[config.mk]
export PLATFORM = sky130hd
export DESIGN_NAME = uk101_vram_arbiter
export DESIGN_NICKNAME = d
export VERILOG_FILES = /design/src/rtl/uk101_vram_arbiter.sv
export SDC_FILE = /design/constraint.sdc
export NUM_CORES = 1
export LEC_CHECK = 0
export BUFFER_PORTS_ARGS = -buffer_cell sky130_fd_sc_hd__buf_2
export CAP_MARGIN = 5
export CORE_MARGIN = 1.5
export CORE_UTILIZATION = 40
export DETAILED_ROUTE_END_ITERATION = 6
export PLACE_DENSITY_LB_ADDON = 0.25
export REMOVE_ABC_BUFFERS = 1
export SLEW_MARGIN = 20
export SYNTH_ARGS = -nofsm -noshare
export SYNTH_HDL_FRONTEND = slang
export SYNTH_SLANG_ARGS = --single-unit
[constraint.sdc]
create_clock -name clk -period 1.7 [get_ports clk]
set_input_delay 0.085 -clock clk [delete_from_list [all_inputs] [get_ports clk]]
set_output_delay 0.085 -clock clk [all_outputs]
set_load 0.005 [all_outputs]
[src/rtl/uk101_vram_arbiter.sv]
// UK101 display-RAM arbiter: fixed video slot at cnt 0..1 of every pixel slot,
// CPU accesses squeezed into the remaining cycles of the slot.
module uk101_vram_arbiter #(
    parameter int DIV = 6,
    parameter int AW  = 11
) (
    input  logic          clk,
    input  logic          n_reset,
    input  logic          vid_req,
    input  logic [AW-1:0] vid_addr,
    output logic [7:0]    vid_data,
    output logic          vid_valid,
    input  logic          cpu_req,
    input  logic          cpu_we,
    input  logic [AW-1:0] cpu_addr,
    input  logic [7:0]    cpu_wdata,
    output logic [7:0]    cpu_rdata,
    output logic          cpu_ack,
    output logic [AW-1:0] ram_addr,
    output logic          ram_we,
    output logic [7:0]    ram_wdata,
    input  logic [7:0]    ram_rdata,
    output logic          ce_pix
);

    localparam logic [3:0] CNT_LAST = 4'(DIV - 1);
    localparam logic [3:0] CPU_LO   = 4'd2;
    localparam logic [3:0] CPU_HI   = 4'(DIV - 2);

    localparam logic [1:0] IDLE     = 2'd0;
    localparam logic [1:0] CPU_ADDR = 2'd1;
    localparam logic [1:0] CPU_DATA = 2'd2;
    localparam logic [1:0] CPU_ACK  = 2'd3;

    logic [3:0]    cnt_q, cnt_d;
    logic          ce_pix_q, ce_pix_d;
    logic          vid_pend_q, vid_pend_d;
    logic [AW-1:0] vid_addr_q, vid_addr_d;
    logic          vid_fetch_q, vid_fetch_d;
    logic          vid_valid_q, vid_valid_d;
    logic [7:0]    vid_data_q, vid_data_d;
    logic [1:0]    state_q, state_d;
    logic [7:0]    cpu_rdata_q, cpu_rdata_d;

    logic          vid_cyc;
    logic          cpu_start;
    logic [1:0]    cpu_state;

    assign vid_cyc   = (cnt_q == 4'd0) && vid_pend_q;
    assign cpu_start = (state_q == IDLE) && cpu_req
                    && (cnt_q >= CPU_LO) && (cnt_q <= CPU_HI);
    // The address cycle begins in the very cycle the request is accepted.
    assign cpu_state = cpu_start ? CPU_ADDR : state_q;

    always_comb begin
        cnt_d       = (cnt_q == CNT_LAST) ? 4'd0 : cnt_q + 4'd1;
        ce_pix_d    = (cnt_q == CNT_LAST);
        vid_addr_d  = vid_req ? vid_addr : vid_addr_q;
        vid_fetch_d = vid_cyc;
        vid_valid_d = vid_fetch_q;
        vid_data_d  = vid_fetch_q ? ram_rdata : vid_data_q;
        vid_pend_d  = vid_pend_q;
        if (vid_req) begin
            vid_pend_d = 1'b1;
        end else if (vid_cyc) begin
            vid_pend_d = 1'b0;
        end
        cpu_rdata_d = cpu_rdata_q;
        if (state_q == CPU_DATA && !cpu_we) begin
            cpu_rdata_d = ram_rdata;
        end
        state_d = IDLE;
        case (cpu_state)
            CPU_ADDR: state_d = CPU_DATA;
            CPU_DATA: state_d = CPU_ACK;
            default:  state_d = IDLE;
        endcase
    end

    always_comb begin
        ram_addr  = '0;
        ram_we    = 1'b0;
        ram_wdata = 8'h00;
        unique case (1'b1)
            vid_cyc: begin
                ram_addr = vid_addr_q;
            end
            cpu_state == CPU_ADDR: begin
                ram_addr  = cpu_addr;
                ram_we    = cpu_we;
                ram_wdata = cpu_wdata;
            end
            cpu_state == CPU_DATA: begin
                ram_addr = cpu_addr;
            end
            default: begin
                ram_addr = '0;
            end
        endcase
    end

    always_ff @(posedge clk or negedge n_reset) begin
        if (!n_reset) begin
            cnt_q       <= 4'd0;
            ce_pix_q    <= 1'b0;
            vid_pend_q  <= 1'b0;
            vid_addr_q  <= '0;
            vid_fetch_q <= 1'b0;
            vid_valid_q <= 1'b0;
            vid_data_q  <= 8'h00;
            state_q     <= IDLE;
            cpu_rdata_q <= 8'h00;
        end else begin
            cnt_q       <= cnt_d;
            ce_pix_q    <= ce_pix_d;
            vid_pend_q  <= vid_pend_d;
            vid_addr_q  <= vid_addr_d;
            vid_fetch_q <= vid_fetch_d;
            vid_valid_q <= vid_valid_d;
            vid_data_q  <= vid_data_d;
            state_q     <= state_d;
            cpu_rdata_q <= cpu_rdata_d;
        end
    end

    assign ce_pix    = ce_pix_q;
    assign vid_valid = vid_valid_q;
    assign vid_data  = vid_data_q;
    assign cpu_rdata = cpu_rdata_q;
    assign cpu_ack   = (state_q == CPU_ACK);

endmodule

# Yosys cells after proc, flatten, opt, wreduce, memory -nomap -nowiden

Index checks and enable logic that the tools add are counted.

$add $sub $neg: 1
$mul: 0
Div/mod/pow operators: 0
Magnitude comparators: 2
Eq/ne operators: 5
Shifts and indexed selects: 0
Multiplexer cells: 8
Bitwise operators: 0
Reduce and logical (&&, ||, !) cells: 10

Operators with widths:

| kind                                                                             | count |
|---|---|
| 11-bit one-hot mux with 2 select lines                                           | 1 |
| 8-bit two-way mux                                                                | 1 |
| 2-bit == test, second input constant                                             | 3 |
| 1-bit logical AND                                                                | 5 |
| 4-bit by 1-bit adder with 4-bit output, second input constant                    | 1 |
| 4-bit by 3-bit == test with 1-bit output, second input constant                  | 1 |
| 4-bit by 2-bit >= comparator with 1-bit output, second input constant            | 1 |
| 4-bit by 3-bit less-or-equal comparator with 1-bit output, second input constant | 1 |
| 4-bit zero test                                                                  | 1 |
| 4-bit two-way mux                                                                | 1 |
| 2-bit one-hot mux with 2 select lines                                            | 1 |
| 1-bit two-way mux                                                                | 3 |
| 2-bit by 1-bit == test with 1-bit output, second input constant                  | 1 |
| 2-bit zero test                                                                  | 1 |
| 2-bit two-way mux                                                                | 1 |
| 2-bit nonzero test                                                               | 1 |
| 2-bit OR reduction                                                               | 1 |
| 1-bit zero test                                                                  | 1 |

Flip-flop bits (word level): 37
Bits in latches: 0
RAM bits: 0
ROM bits: 0
Input port bits: 43
Output and inout port bits: 39
Word-level logic and storage cells: 35
Memories: 0

# Depth between registers and ports, before layout

Depth in word-level cells: 8
Mapped depth: 8
Mapped depth without buffers: 6

# Worst setup path after synthesis

Ideal clock, no wire load.

Path type: register to output
Start: register cnt_q[1]
End: output ram_addr[0]
Arrival time: 1,592 ps
Required time: 1,615 ps
Setup slack: 23 ps
Cell stages (with the launch flop): 8
Buffers on the path: 1
Cell sequence: dfrtp_1 > nor2b_1 > a21oi_1 > o21bai_1 > ha_1 > inv_1 > clkbuf_1 > a22o_1

Word-level cells in the longest chain between the ends: 7
Elaborated cells on any way between the ends: 11
Those cells by class: order compare: 2; eq/ne: 2; mux: 2; reduce/logical: 5

Ends and longest elaborated chain:

| element                                                                          | RTL line | text |
|---|---|---|
| start: declaration                                                               | 35       | `logic [3:0] cnt_q, cnt_d;` |
| start signal: assignment                                                         | 114      | `cnt_q <= cnt_d;` |
| 4-bit by 2-bit >= comparator with 1-bit output                                   | 51       | `&& (cnt_q >= CPU_LO) && (cnt_q <= CPU_HI);` |
| 1-bit logical AND (2 in a row)                                                   | 51       |  |
| 2-bit two-way mux                                                                | 53       | `assign cpu_state = cpu_start ? CPU_ADDR : state_q;` |
| 2-bit by 1-bit == test with 1-bit output / 2-bit == test (equally long branches) | 88, 93   |  |
| 2-bit OR reduction (no source line)                                              | n/a      |  |
| 11-bit one-hot mux with 2 select lines *                                         | 84       | `unique case (1'b1)` |
| end: declaration                                                                 | 19       | `output logic [AW-1:0] ram_addr,` |

Mark *: on every way between the ends. The rest lies on a longest branch, timed or not.

# Worst setup path after layout

Start: register cnt_q[1]
End: output ram_addr[6]

The elaborated chain is that of the path after synthesis.

==> results.yml <==
power:
  p_sw_w: 0.000898
  clkPwrFrac_pct: 24.6
  p_comb_share_pct: 38.3
  power_leakage_nw: 1.16
  p_sw_share_pct: 29.3
  power_density_nw_per_um2: 1350
  p_int_w: 0.00217
  vdd_drop_max_mv: 0.799
  seqPwrFrac_pct: 37.1
finish:
  final_nets: 250
  mostFrequentLayoutCells: "81 x buf_2, 37 x dfrtp_1, 17 x mux2_2"
  syn2layout_area_growth_pct: 39.7
  nFillCells: 323
  final_common_cell: "buf_2"
  diodes: 0
  layout-drive-gt1-share_pct: 63.3
sta:
  hold_viol: 0
  slew_violations: 0
  fin_crit_sh_pct: 120
  relSlewSlack_pct: 46.9
  finClkSkew_ps: 5.61
  timing.hold.ws_ps: 11.5
  worstMarginPinSlew_ps: 797
  setup_tns_ps: -3230
  rsz0062_at_grt: "yes"
  setup-violations-final: 11
  worst_slack_ps: -337
  max_clock_freq_mhz: 491
  period_minus_slack_ps: 2040
outcome:
  status: "finished with violations"
  violations: "negative setup slack"
clock_tree:
  clk_path_buf_depth: 2
  cts.sinks: 37
  cts_tree: "built"
  clkTransAtPathRegs_ps: 80
  cts_max_level: 2
  cts_buffers: 5
  clock_latency_ps: 280
  clockRootBuffer: "clkbuf_8"
floorplanning:
  die-area_um2: 4440
  core_area_um2: 3770
  placementRows: 22
  fp.dieH_um: 66.6
  die_width_um: 66.6
  initial_utilization_pct: 42.9
  io_pins: 82
yosys:
  synthAdderAreaFrac_pct: 0.773
  synth_top_family_by_area: "multiplexers"
  synth_compound_area_share_pct: 8.04
  muxShareOfSynthArea_pct: 20.6
  ys_ff_latch: 37
  ys_seq_area_share_pct: 57.2
  netlist_area_um2: 1620
  synth.distinct_cells: 24
  synth_area_per_cell_um2: 14.2
  synth-simple-area-share_pct: 8.96
  synthCells: 114
  synth_xor_area_share_pct: 1.08
  yosysWarnings: 0
setup_path:
  criticalPathCategory: "register to output pin"
  crit_path_start_kind: "register"
  critPathMaxFanout: 6
  arrival_ps: 1950
  crit_required_ps: 1620
  end_kind: "output pin"
route:
  ant_nets: 0
  first_pass_iters: 4
  totalWireLength_um: 3430
  drt_iter0_drc: 20
  drcViolationCount: 0
  post_drt_wl_per_cell_um: 13.4
  routed_via_density: 4.78
  routed-via-count: 1220
global_routing:
  grt_usage_pct: 16.6
  grt_pass1_wl_um: 5480
  grt_max_degree: 38
  grt_pass1_vias: 1153
  antenna_found_initial: 0
  grt_overflow: 0
place:
  gp_congestion: 0.726
  dp_hpwl_um: 2430
  dpl_worst_slack_ps: -59.4
  port_buffers: 81
hold_path:
  hp-class: "input pin to register"
run:
  maxCapViolations: 0
[Yosys cell counts]
cell	n	area [um2]
clkbuf_1	2	7.51
nor3_1	1	5.00
nor4_4	1	21.3
and2_2	2	15.0
ha_1	1	12.5
nand3_1	2	10.0
a21oi_1	1	5.00
inv_2	1	3.75
nor2_1	3	11.3
buf_2	1	5.00
mux2_2	17	191
inv_1	4	15.0
nand2_1	1	3.75
buf_6	2	22.5
a22o_1	12	105
xnor2_1	2	17.5
mux2_4	8	120
nor3_4	1	16.3
dfrtp_1	37	926
mux2_1	2	22.5
and2_1	9	56.3
o21ai_0	1	5.00
o21bai_1	2	15.0
nor2b_1	1	6.26
[routing by layer]
| layer | GRT usage, % | vias up | share of wire [%] |
|---|---|---|---|
| met5 | 0 | - | 0 |
| met4 | 5.36 | 0 | 1.1 |
| met3 | 4.39 | 4 | 8.5 |
| met2 | 26.9 | 64 | 45 |
| met1 | 21.6 | 571 | 45 |
| li1 | - | 581 | - |
[power groups by stage]
stage | combinational (W) | clock [W] | sequential [W]
6_report | 0.00117 | 0.000753 | 0.00114
5_1_grt | 0.00129 | 0.000805 | 0.00116
4_1_cts | 0.00114 | 0.000775 | 0.00114
3_5_place_dp | 0.00102 | 0 | 0.00115
3_3_place_gp | 0.00100 | 0 | 0.00115
2_1_floorplan | 0.000567 | 0 | 0.00115
[per-stage QoR]
stage	utilization (%)	cells	total power [W]	area, um2
floorplan	-	109	0.00172	1580
global placement	55.3	243	0.00215	2090
detailed placement	55.3	243	0.00217	2090
CTS	59.6	255	0.00305	2250
global route	60.0	255	0.00326	2260
finish	60.0	255	0.00306	2260
[registers in the layout, indices dropped and copies added (netlist names)]
signal       flops
ce_pix           1
cnt_q            4
vid_valid        1
vid_addr_q      11
vid_data         8
vid_fetch_q      1
state_q          2
cpu_rdata        8
vid_pend_q       1
[kinds of logic after synthesis]
group	count (synthesis)
AO/OA/AOI/OAI	16
flip-flops	37
adder cells (fa/ha/maj)	1
AND/OR/NAND/NOR	21
XOR/XNOR	2
multiplexers	27
buffers and inverters	10
[worst max-delay path, stage by stage (launching register included)]
cell        delay [ps]
dfrtp_1            410
nor2b_4            140
a21oi_2            140
o21bai_2           100
ha_4               310
clkinvlp_4         170
a22o_1             270
buf_2              120
[worst paths after layout]
kind	startpoint	cells after the start	endpoint	slack, ps
worst min register to register	vid_data[1]	1	vid_data[1]	500
worst max register to register	cnt_q[1]	6	state_q[1]	180
worst min-delay path	vid_addr[0]	2	vid_addr_q[0]	10
worst max-delay path	cnt_q[1]	7	ram_addr[6]	-340
min in group asynchronous	n_reset	2	vid_data[4]	430
max in group asynchronous	n_reset	2	cnt_q[1]	770
[layout make-up]
cell class	instances	area, um2	area share, %
inverter	5	22.5	0.996
clock inverter	2	38.8	1.71
tap	48	60.1	2.65
sequential	37	926	40.9
timing repair inverter	1	7.51	0.332
clock buffer	6	72.6	3.21
multi-input combinational	67	667	29.5
timing repair buffer	89	468	20.7
[repair_timing]
item | in CTS | in global routing
gates cloned | 1 | 0
hold endpoints to repair | 37 | 0
pin swaps | 1 | 4
hold buffers | 1 | 0
setup endpoints to repair | 17 | 20
gates resized for setup | 6 | 2
buffers inserted | 2 | 0
Note: power is estimated with default switching activity, not from simulation.
